**src/rtl/pipe_front_regs_if.sv**
```systemverilog
// Signal bundle between fetch/decode logic and the front-end pipeline register bank.
// The master side drives the stage inputs and hazard controls; the slave side is the register bank.
interface pipe_front_regs_if #(
    parameter int CTRL_W = 10,
    parameter int CNT_W  = 16
);
    logic [31:0]       pcnextF;
    logic [31:0]       pcF;
    logic [31:0]       instrF;
    logic [31:0]       pcplus4F;
    logic [31:0]       instrD;
    logic [31:0]       pcplus4D;
    logic              validD;
    logic              StallF;
    logic              StallD;
    logic              FlushD;
    logic              FlushE;
    logic [CTRL_W-1:0] ctrlD;
    logic [31:0]       rd1D;
    logic [31:0]       rd2D;
    logic [31:0]       signimmD;
    logic [4:0]        rsD;
    logic [4:0]        rtD;
    logic [4:0]        rdD;
    logic [CTRL_W-1:0] ctrlE;
    logic [31:0]       rd1E;
    logic [31:0]       rd2E;
    logic [31:0]       signimmE;
    logic [4:0]        rsE;
    logic [4:0]        rtE;
    logic [4:0]        rdE;
    logic              validE;
    logic              cnt_clr;
    logic [CNT_W-1:0]  stallcnt;
    logic [CNT_W-1:0]  squashcnt;

    modport master (
        output pcnextF, instrF, pcplus4F, StallF, StallD, FlushD, FlushE,
               ctrlD, rd1D, rd2D, signimmD, rsD, rtD, rdD, cnt_clr,
        input  pcF, instrD, pcplus4D, validD, ctrlE, rd1E, rd2E, signimmE,
               rsE, rtE, rdE, validE, stallcnt, squashcnt
    );

    modport slave (
        input  pcnextF, instrF, pcplus4F, StallF, StallD, FlushD, FlushE,
               ctrlD, rd1D, rd2D, signimmD, rsD, rtD, rdD, cnt_clr,
        output pcF, instrD, pcplus4D, validD, ctrlE, rd1E, rd2E, signimmE,
               rsE, rtE, rdE, validE, stallcnt, squashcnt
    );
endinterface

```
**src/rtl/pipe_front_regs.sv**
```systemverilog
// Front-end pipeline registers of the 5-stage MIPS core: PC, IF/ID and ID/EX,
// applying hazard-unit stall/flush controls and counting stall and squash events.
module pipe_front_regs #(
    parameter logic [31:0] RESET_PC = 32'h0000_0000,
    parameter int          CTRL_W   = 10,
    parameter int          CNT_W    = 16
) (
    input logic               clk,
    input logic               reset,
    pipe_front_regs_if.slave  bus
);

    logic [CNT_W-1:0] cnt_one;
    logic             stall_sat;
    logic             squash_sat;
    logic             squash_event;

    assign cnt_one      = CNT_W'(1);
    assign stall_sat    = &bus.stallcnt;
    assign squash_sat   = &bus.squashcnt;
    // A flush only squashes IF/ID when the stage is not being held.
    assign squash_event = bus.FlushD & ~bus.StallD;

    always_ff @(posedge clk or posedge reset) begin
        if (reset) begin
            bus.pcF <= RESET_PC;
        end else if (!bus.StallF) begin
            bus.pcF <= bus.pcnextF;
        end
    end

    always_ff @(posedge clk or posedge reset) begin
        if (reset) begin
            bus.instrD   <= 32'h0;
            bus.pcplus4D <= 32'h0;
            bus.validD   <= 1'b0;
        end else if (bus.StallD) begin
            bus.instrD   <= bus.instrD;
            bus.pcplus4D <= bus.pcplus4D;
            bus.validD   <= bus.validD;
        end else if (bus.FlushD) begin
            bus.instrD   <= 32'h0;
            bus.pcplus4D <= 32'h0;
            bus.validD   <= 1'b0;
        end else begin
            bus.instrD   <= bus.instrF;
            bus.pcplus4D <= bus.pcplus4F;
            bus.validD   <= 1'b1;
        end
    end

    // Execute never stalls; a zeroed control bundle makes the bubble architecturally inert.
    always_ff @(posedge clk or posedge reset) begin
        if (reset) begin
            bus.ctrlE    <= {CTRL_W{1'b0}};
            bus.rd1E     <= 32'h0;
            bus.rd2E     <= 32'h0;
            bus.signimmE <= 32'h0;
            bus.rsE      <= 5'h0;
            bus.rtE      <= 5'h0;
            bus.rdE      <= 5'h0;
            bus.validE   <= 1'b0;
        end else if (bus.FlushE) begin
            bus.ctrlE    <= {CTRL_W{1'b0}};
            bus.rd1E     <= 32'h0;
            bus.rd2E     <= 32'h0;
            bus.signimmE <= 32'h0;
            bus.rsE      <= 5'h0;
            bus.rtE      <= 5'h0;
            bus.rdE      <= 5'h0;
            bus.validE   <= 1'b0;
        end else begin
            bus.ctrlE    <= bus.ctrlD;
            bus.rd1E     <= bus.rd1D;
            bus.rd2E     <= bus.rd2D;
            bus.signimmE <= bus.signimmD;
            bus.rsE      <= bus.rsD;
            bus.rtE      <= bus.rtD;
            bus.rdE      <= bus.rdD;
            bus.validE   <= bus.validD;
        end
    end

    always_ff @(posedge clk or posedge reset) begin
        if (reset) begin
            bus.stallcnt <= '0;
        end else if (bus.cnt_clr) begin
            bus.stallcnt <= '0;
        end else if (bus.StallD && !stall_sat) begin
            bus.stallcnt <= bus.stallcnt + cnt_one;
        end
    end

    // Both counters saturate at all-ones so a long run never wraps to a misleading small value.
    always_ff @(posedge clk or posedge reset) begin
        if (reset) begin
            bus.squashcnt <= '0;
        end else if (bus.cnt_clr) begin
            bus.squashcnt <= '0;
        end else if (squash_event && !squash_sat) begin
            bus.squashcnt <= bus.squashcnt + cnt_one;
        end
    end

endmodule

```
**src/flat_wrapper.sv**
```systemverilog
// flat-port wrapper written by rule: the top's interface ports become plain ports
module pipe_front_regs_flat 
#(
    parameter logic [31:0] RESET_PC = 32'h0000_0000,
    parameter int          CTRL_W   = 10,
    parameter int          CNT_W    = 16
)
  (clk, reset, bus_pcnextF, bus_instrF, bus_pcplus4F, bus_StallF, bus_StallD, bus_FlushD, bus_FlushE, bus_ctrlD, bus_rd1D, bus_rd2D, bus_signimmD, bus_rsD, bus_rtD, bus_rdD, bus_cnt_clr, bus_pcF, bus_instrD, bus_pcplus4D, bus_validD, bus_ctrlE, bus_rd1E, bus_rd2E, bus_signimmE, bus_rsE, bus_rtE, bus_rdE, bus_validE, bus_stallcnt, bus_squashcnt);
  pipe_front_regs_if #(.CTRL_W(CTRL_W), .CNT_W(CNT_W)) bus_i ();
  input logic clk;
  input logic reset;
  input wire logic [$bits(bus_i.pcnextF)-1:0] bus_pcnextF;
  input wire logic [$bits(bus_i.instrF)-1:0] bus_instrF;
  input wire logic [$bits(bus_i.pcplus4F)-1:0] bus_pcplus4F;
  input wire logic [$bits(bus_i.StallF)-1:0] bus_StallF;
  input wire logic [$bits(bus_i.StallD)-1:0] bus_StallD;
  input wire logic [$bits(bus_i.FlushD)-1:0] bus_FlushD;
  input wire logic [$bits(bus_i.FlushE)-1:0] bus_FlushE;
  input wire logic [$bits(bus_i.ctrlD)-1:0] bus_ctrlD;
  input wire logic [$bits(bus_i.rd1D)-1:0] bus_rd1D;
  input wire logic [$bits(bus_i.rd2D)-1:0] bus_rd2D;
  input wire logic [$bits(bus_i.signimmD)-1:0] bus_signimmD;
  input wire logic [$bits(bus_i.rsD)-1:0] bus_rsD;
  input wire logic [$bits(bus_i.rtD)-1:0] bus_rtD;
  input wire logic [$bits(bus_i.rdD)-1:0] bus_rdD;
  input wire logic [$bits(bus_i.cnt_clr)-1:0] bus_cnt_clr;
  output wire logic [$bits(bus_i.pcF)-1:0] bus_pcF;
  output wire logic [$bits(bus_i.instrD)-1:0] bus_instrD;
  output wire logic [$bits(bus_i.pcplus4D)-1:0] bus_pcplus4D;
  output wire logic [$bits(bus_i.validD)-1:0] bus_validD;
  output wire logic [$bits(bus_i.ctrlE)-1:0] bus_ctrlE;
  output wire logic [$bits(bus_i.rd1E)-1:0] bus_rd1E;
  output wire logic [$bits(bus_i.rd2E)-1:0] bus_rd2E;
  output wire logic [$bits(bus_i.signimmE)-1:0] bus_signimmE;
  output wire logic [$bits(bus_i.rsE)-1:0] bus_rsE;
  output wire logic [$bits(bus_i.rtE)-1:0] bus_rtE;
  output wire logic [$bits(bus_i.rdE)-1:0] bus_rdE;
  output wire logic [$bits(bus_i.validE)-1:0] bus_validE;
  output wire logic [$bits(bus_i.stallcnt)-1:0] bus_stallcnt;
  output wire logic [$bits(bus_i.squashcnt)-1:0] bus_squashcnt;
  assign bus_i.pcnextF = bus_pcnextF;
  assign bus_i.instrF = bus_instrF;
  assign bus_i.pcplus4F = bus_pcplus4F;
  assign bus_i.StallF = bus_StallF;
  assign bus_i.StallD = bus_StallD;
  assign bus_i.FlushD = bus_FlushD;
  assign bus_i.FlushE = bus_FlushE;
  assign bus_i.ctrlD = bus_ctrlD;
  assign bus_i.rd1D = bus_rd1D;
  assign bus_i.rd2D = bus_rd2D;
  assign bus_i.signimmD = bus_signimmD;
  assign bus_i.rsD = bus_rsD;
  assign bus_i.rtD = bus_rtD;
  assign bus_i.rdD = bus_rdD;
  assign bus_i.cnt_clr = bus_cnt_clr;
  assign bus_pcF = bus_i.pcF;
  assign bus_instrD = bus_i.instrD;
  assign bus_pcplus4D = bus_i.pcplus4D;
  assign bus_validD = bus_i.validD;
  assign bus_ctrlE = bus_i.ctrlE;
  assign bus_rd1E = bus_i.rd1E;
  assign bus_rd2E = bus_i.rd2E;
  assign bus_signimmE = bus_i.signimmE;
  assign bus_rsE = bus_i.rsE;
  assign bus_rtE = bus_i.rtE;
  assign bus_rdE = bus_i.rdE;
  assign bus_validE = bus_i.validE;
  assign bus_stallcnt = bus_i.stallcnt;
  assign bus_squashcnt = bus_i.squashcnt;
  pipe_front_regs #(.RESET_PC(RESET_PC), .CTRL_W(CTRL_W), .CNT_W(CNT_W)) u_core (.clk(clk), .reset(reset), .bus(bus_i));
endmodule
```
**config.mk**
```make
export PLATFORM = sky130hd
export DESIGN_NAME = pipe_front_regs_flat
export DESIGN_NICKNAME = d
export VERILOG_FILES = /design/src/rtl/pipe_front_regs_if.sv /design/src/rtl/pipe_front_regs.sv /design/src/flat_wrapper.sv
export SDC_FILE = /design/constraint.sdc
export NUM_CORES = 1
export LEC_CHECK = 0
export ABC_AREA = 1
export ABC_CLOCK_PERIOD_IN_PS = 12350
export BUFFER_PORTS_ARGS = -buffer_cell sky130_fd_sc_hd__buf_2
export CELL_PAD_IN_SITES_DETAIL_PLACEMENT = 2
export CELL_PAD_IN_SITES_GLOBAL_PLACEMENT = 2
export CORE_MARGIN = 1
export CORE_UTILIZATION = 26
export DETAILED_ROUTE_END_ITERATION = 10
export PLACE_DENSITY = 0.89
export REMOVE_ABC_BUFFERS = 1
export SYNTH_ARGS = -nofsm -noshare
export SYNTH_HDL_FRONTEND = slang
export SYNTH_SLANG_ARGS = --single-unit
export TNS_END_PERCENT = 30
```
**constraint.sdc**
```tcl
create_clock -name clk -period 12.35 [get_ports clk]
set_clock_uncertainty 0.1 [all_clocks]
set_input_delay 2.47 -clock clk [delete_from_list [all_inputs] [get_ports clk]]
set_output_delay 2.47 -clock clk [all_outputs]
set_load 0.05 [all_outputs]
```
## After elaboration in Yosys (flattened, before gate mapping)

Cells that the tools add are included.

- Bitwise operators: 2
- Reduce and logical (&&, ||, !) cells: 8
- Multiply operators: 0
- Shifts and indexed selects: 0
- Magnitude comparators: 0
- Muxes and demuxes: 15
- Add/subtract/negate cells: 2
- Equality and inequality tests: 0
- Div/mod/pow operators: 0

Operators by type and width:

| kind | number |
|---|---|
| $mux W32 | 5 |
| $mux W16 | 4 |
| $add A16 B1 Y16 const B | 2 |
| $reduce_and A16 Y1 | 2 |
| $mux W5 | 3 |
| $mux W10 | 1 |
| $reduce_bool A2 Y1 | 2 |
| $logic_and A1 B1 Y1 | 2 |
| $logic_not A1 Y1 | 2 |
| $mux W1 | 2 |
| $and A1 B1 Y1 | 1 |
| $not A1 Y1 | 1 |

- Memories: 0
- Bits in read-only memories: 0
- Flip-flop bits (word level): 251
- Logic and storage cells: 41
- Bits in latches: 0
- Output and inout port bits: 251
- Bits in writable memories: 0

## Longest topological paths before layout

- Depth after elaboration: 5
- Mapped depth: 10

## Worst setup path before layout

OpenSTA, ideal clock, no wires.

- Kind: input -> register
- Start point: input port bus_StallD
- End point: register u_core.bus.squashcnt[12] in the netlist's numbering
- Setup time: 118 ps
- Setup slack: 8836 ps
- Cell stages on the path: 8
- Arrival: 3296 ps
- Path buffers: 2
- Path through: buf_2 > nor2_1 > inv_1 > nor2_1 > nor2_2 > buf_4 > nand2_1 > nand2_1

- Cells in the longest elaborated chain, start to end: 4

Ends and longest elaborated chain:

| item | RTL line | text |
|---|---|---|
| from (decl) | flat_wrapper.sv:16 | `input wire logic [$bits(bus_i.StallD)-1:0] bus_StallD;` |
| $not A1 Y1 | pipe_front_regs.sv:22 | `assign squash_event = bus.FlushD & ~bus.StallD;` |
| $and A1 B1 Y1 | pipe_front_regs.sv:22 |  |
| $logic_and A1 B1 Y1 | pipe_front_regs.sv:100 | `end else if (squash_event && !squash_sat) begin` |
| $reduce_bool A2 Y1 (no line) | - |  |
| to (signal assigned) | pipe_front_regs.sv:101 | `bus.squashcnt <= bus.squashcnt + cnt_one;` |
| to (decl) | pipe_front_regs_if.sv:48 | `rsE, rtE, rdE, validE, stallcnt, squashcnt` |

Every way passes these cells.
A chain may end at the register's enable or synchronous reset.

## Final worst setup path

- Start point: input port bus_FlushD
- End point: register u_core.bus.squashcnt[2] in the netlist's numbering

- Cells in the longest elaborated chain, start to end: 3

Ends and longest elaborated chain:

| item | RTL line | text |
|---|---|---|
| from (decl) | flat_wrapper.sv:17 | `input wire logic [$bits(bus_i.FlushD)-1:0] bus_FlushD;` |
| $and A1 B1 Y1 | pipe_front_regs.sv:22 |  |
| $logic_and A1 B1 Y1 | pipe_front_regs.sv:100 |  |
| $reduce_bool A2 Y1 (no line) | - |  |

Every way passes these cells.

==> qor.csv <==
stage,metric,value,unit
drt,Routed WL per cell,21.01,µm
cells_and_area,"Net count, final",1723,
timing,final worst path period share,33.92,%
cts,cts bufs inserted,29,
timing,final max-slew violation count,0,
timing,Max Clock Freq,0.2387,GHz
synthesis,"Avg Cell Area, Syn",9.439,µm²
cells_and_area,P&R area growth vs syn,38.43,%
timing,RSZ-0062 raised after global routing,no,
synthesis,"top cells by count, synth","nand2_1 (255), dfrtp_1 (251), nor2_1 (162), inv_1 (152), nand3_1 (88)",
synthesis,Ys Warns,0,
cells_and_area,Register Area,6281,µm²
timing,worst setup margin,8.161,ns
floorplanning,Die Y,195.5,µm
place,Post-DP HPWL,28.20,mm
grt,vias in the first global route,10600,
drt,Routed Antenna Nets,0,
drt,via/cell ratio,4.527,
cts,post_cts resized,0,
floorplanning,Die ar.,38210,µm²
cts,"Clk Latency, worst-skew pair",0.56,ns
critical_path,crit path DAT,4.53,ns
floorplanning,core box area,36700,µm²
drt,total number of vias,9017,
critical_path,worst r2r src,u_core.bus.squashcnt[1],
critical_path,Crit path largest cell delay,0.63,ns
cts,Clock Path Buffers,3,
timing,Tightest Pin Transition,0.9820,ns
critical_path,FF-to-FF path depth,9,
synthesis,#FFs+latches synth,251,
floorplanning,starting density of the core,26.52,%
power_and_ir_drop,Worst VDD drop,0.00009188,V
critical_path,Setup CP Type,primary input to flip-flop,
critical_path,flop-to-flop setup slack,9.89,ns
power_and_ir_drop,Final Power,2.115,mW
cts,setup bufs post-CTS,0,
critical_path,crit path capture,u_core.bus.squashcnt[2],
synthesis,share of the synthesized area in the top cell type,64.54,%
critical_path,Critical R2R Capture,u_core.bus.squashcnt[2],
synthesis,most frequent cell after synthesis,nand2_1,
place,dpl ws,7.661,ns
cts,Clock transition at path regs,0.06,ns
floorplanning,# IOs,475,
cells_and_area,multi-input gate area in the final layout,2688,µm²
cts,Num Clock Sinks,251,
synthesis,Post-synth EDFFs,0,
timing,endpoints failing hold,0,
drt,Initial DRC Count,270,
critical_path,CP Max Fanout,65,
place,PortBufs,474,
critical_path,Worst path top cell family by delay,simple AND/OR/NAND/NOR gates,
drt,DRT Wirelength,41.85,mm
floorplanning,Die X,195.5,µm
critical_path,critical path launch point type,primary input,
place,gp weighted congestion,0.7751,
grt,gr usage total,21.43,%
synthesis,top_reg_cell synth,dfrtp_1,
timing,relative max-transition margin,34.53,%
drt,DR pass1 iterations,6,
floorplanning,Rows,70,
cells_and_area,layout cells sized above 1,36.81,%
status,status,completed,
timing,Setup-failing EPs final,0,
critical_path,Critical Path Start,bus_FlushD,
grt,pin count of the biggest net entering global routing,111,
synthesis,Async SR Flop Fraction,100.0,%
critical_path,cell-by-cell listing of the critical path,"buf_2, inv_2, buf_4, nor2_1, inv_1, nor2_1, nor2_2, nand2_1, nand2_1",
cts,CTS tree,built,
critical_path,CP Capture Type,flip-flop,
synthesis,Synth Cell Area,9732,µm²
synthesis,sequential share of the synthesized area,64.54,%
cts,hold_buf cts,0,
power_and_ir_drop,Leakage Power,7.912,nW
cells_and_area,final-layout fill cell count,4100,
worst_hold_path,hold crit path type,flip-flop to flip-flop,
critical_path,crit path buf inv count,4,
power_and_ir_drop,power density cells,157.0,nW/µm²
critical_path,Worst path slowest cell,nor2_1,
synthesis,Netlist cell types,23,
cts,H-tree depth,1,
synthesis,Post-Syn Instances,1031,
cts,Root Driver,clkbuf_16,
timing,sum of negative setup slack,0,ns
grt,first-pass GRT wire length,62.37,mm
drt,Residual DRC,0,
grt,antenna violations before repair,12,
synthesis,ranking of synthesized cells by area,"dfrtp_1 (65%), nand2_1 (9.8%), nor2_1 (6.2%)",
grt,GRT overflow,0,
timing,minimum clock period,4.189,ns
critical_path,Required @ worst endpoint,12.69,ns
synthesis,leading area contributor after synthesis,dfrtp_1,
run,Max Cap Viol,0,
critical_path,CP Depth,9,
cell type report:
type,instances,area share [%]
Antenna cell,8,0.1486
Clock buffer,45,6.278
Clock inverter,5,0.3994
Inverter,152,4.291
Multi-Input combinational cell,583,19.95
Sequential cell,251,46.62
Tap cell,468,4.347
Timing Repair Buffer,480,17.96
layer usage:
metal / global-route usage, % / part of all wire [%]
met3: 5.389 / 6.2
met5: 0 / 0.11
met4: 10.09 / 4.3
met2: 40.60 / 54
met1: 21.83 / 35
layout by cell type (no fill, tap or decap), drive strengths merged:
cell / instances
a21oi: 5
buf: 480
bufinv: 1
clkbuf: 45
clkinv: 3
dfrtp: 251
diode: 8
ha: 2
inv: 153
mux2: 32
nand2: 256
nand3: 88
nand4: 10
nor2: 167
nor3: 1
o21ai: 7
o21bai: 4
xnor2: 4
xor2: 7
logic make-up (layout without fill, tap and decap cells):
| kind of cell | Yosys count | count (layout) | synth area share (%) |
|---|---|---|---|
| fa+ha+maj | 2 | 2 | 0.2571 |
| compound gates | 16 | 16 | 0.9256 |
| other cells | 0 | 8 | 0 |
| mux | 32 | 32 | 3.703 |
| buf+inv | 197 | 682 | 7.843 |
| flops | 251 | 251 | 64.54 |
| xor+xnor | 11 | 11 | 0.9899 |
| simple gates | 522 | 522 | 21.74 |
worst register-to-register path, cell delays in order (launching register included):
cell and delay, ns:
dfrtp_1 0.45, ha_1 0.27, nand2_1 0.11, nor2_1 0.08
nand2_1 0.12, nor2_1 0.06, nor2_1 0.61, nor2_2 0.29
nand2_1 0.17, nand2_1 0.08
where the power goes:
| group | internal [mW] | leakage (nW) | switching (mW) |
|---|---|---|---|
| Combinational | 0.0853 | 4.23 | 0.293 |
| Clock | 0.487 | 0.443 | 0.355 |
| Sequential | 0.871 | 3.24 | 0.0245 |
through the flow:
stage	area [µm²]	util, %	std cells	hold slack, ns
after floorplan	9539	-	986	0.6527
after global placement	12550	34.20	1934	0.3582
after detailed placement	12550	34.20	1934	0.3683
after CTS	13450	36.66	1984	0.3852
after global routing	13470	36.70	1991	0.4047
final	13470	36.71	1992	0.3801
worst min-delay path by stage:
| stage | from | endpoint | cells after the start |
|---|---|---|---|
| 5_1_grt | u_core.bus.instrD[22] | u_core.bus.instrD[22] | 2 |
| 3_3_place_gp | u_core.bus.instrD[3] | u_core.bus.instrD[3] | 2 |
| 4_1_cts | u_core.bus.instrD[27] | u_core.bus.instrD[27] | 2 |
| 6_report | u_core.bus.instrD[2] | u_core.bus.instrD[2] | 2 |
| 3_5_place_dp | u_core.bus.instrD[27] | u_core.bus.instrD[27] | 2 |
| 2_1_floorplan | u_core.bus.validD | u_core.bus.validE | 2 |
registers in the layout, summed over array words and instances, names as in the netlist, 10 cells and up:
signal / count
u_core.bus.squashcnt: 16
u_core.bus.rd1E: 32
u_core.bus.stallcnt: 16
u_core.bus.pcplus4D: 32
u_core.bus.instrD: 32
u_core.bus.signimmE: 32
u_core.bus.pcF: 32
u_core.bus.rd2E: 32
u_core.bus.ctrlE: 10
No activity file was read; power rests on OpenSTA's default activity.
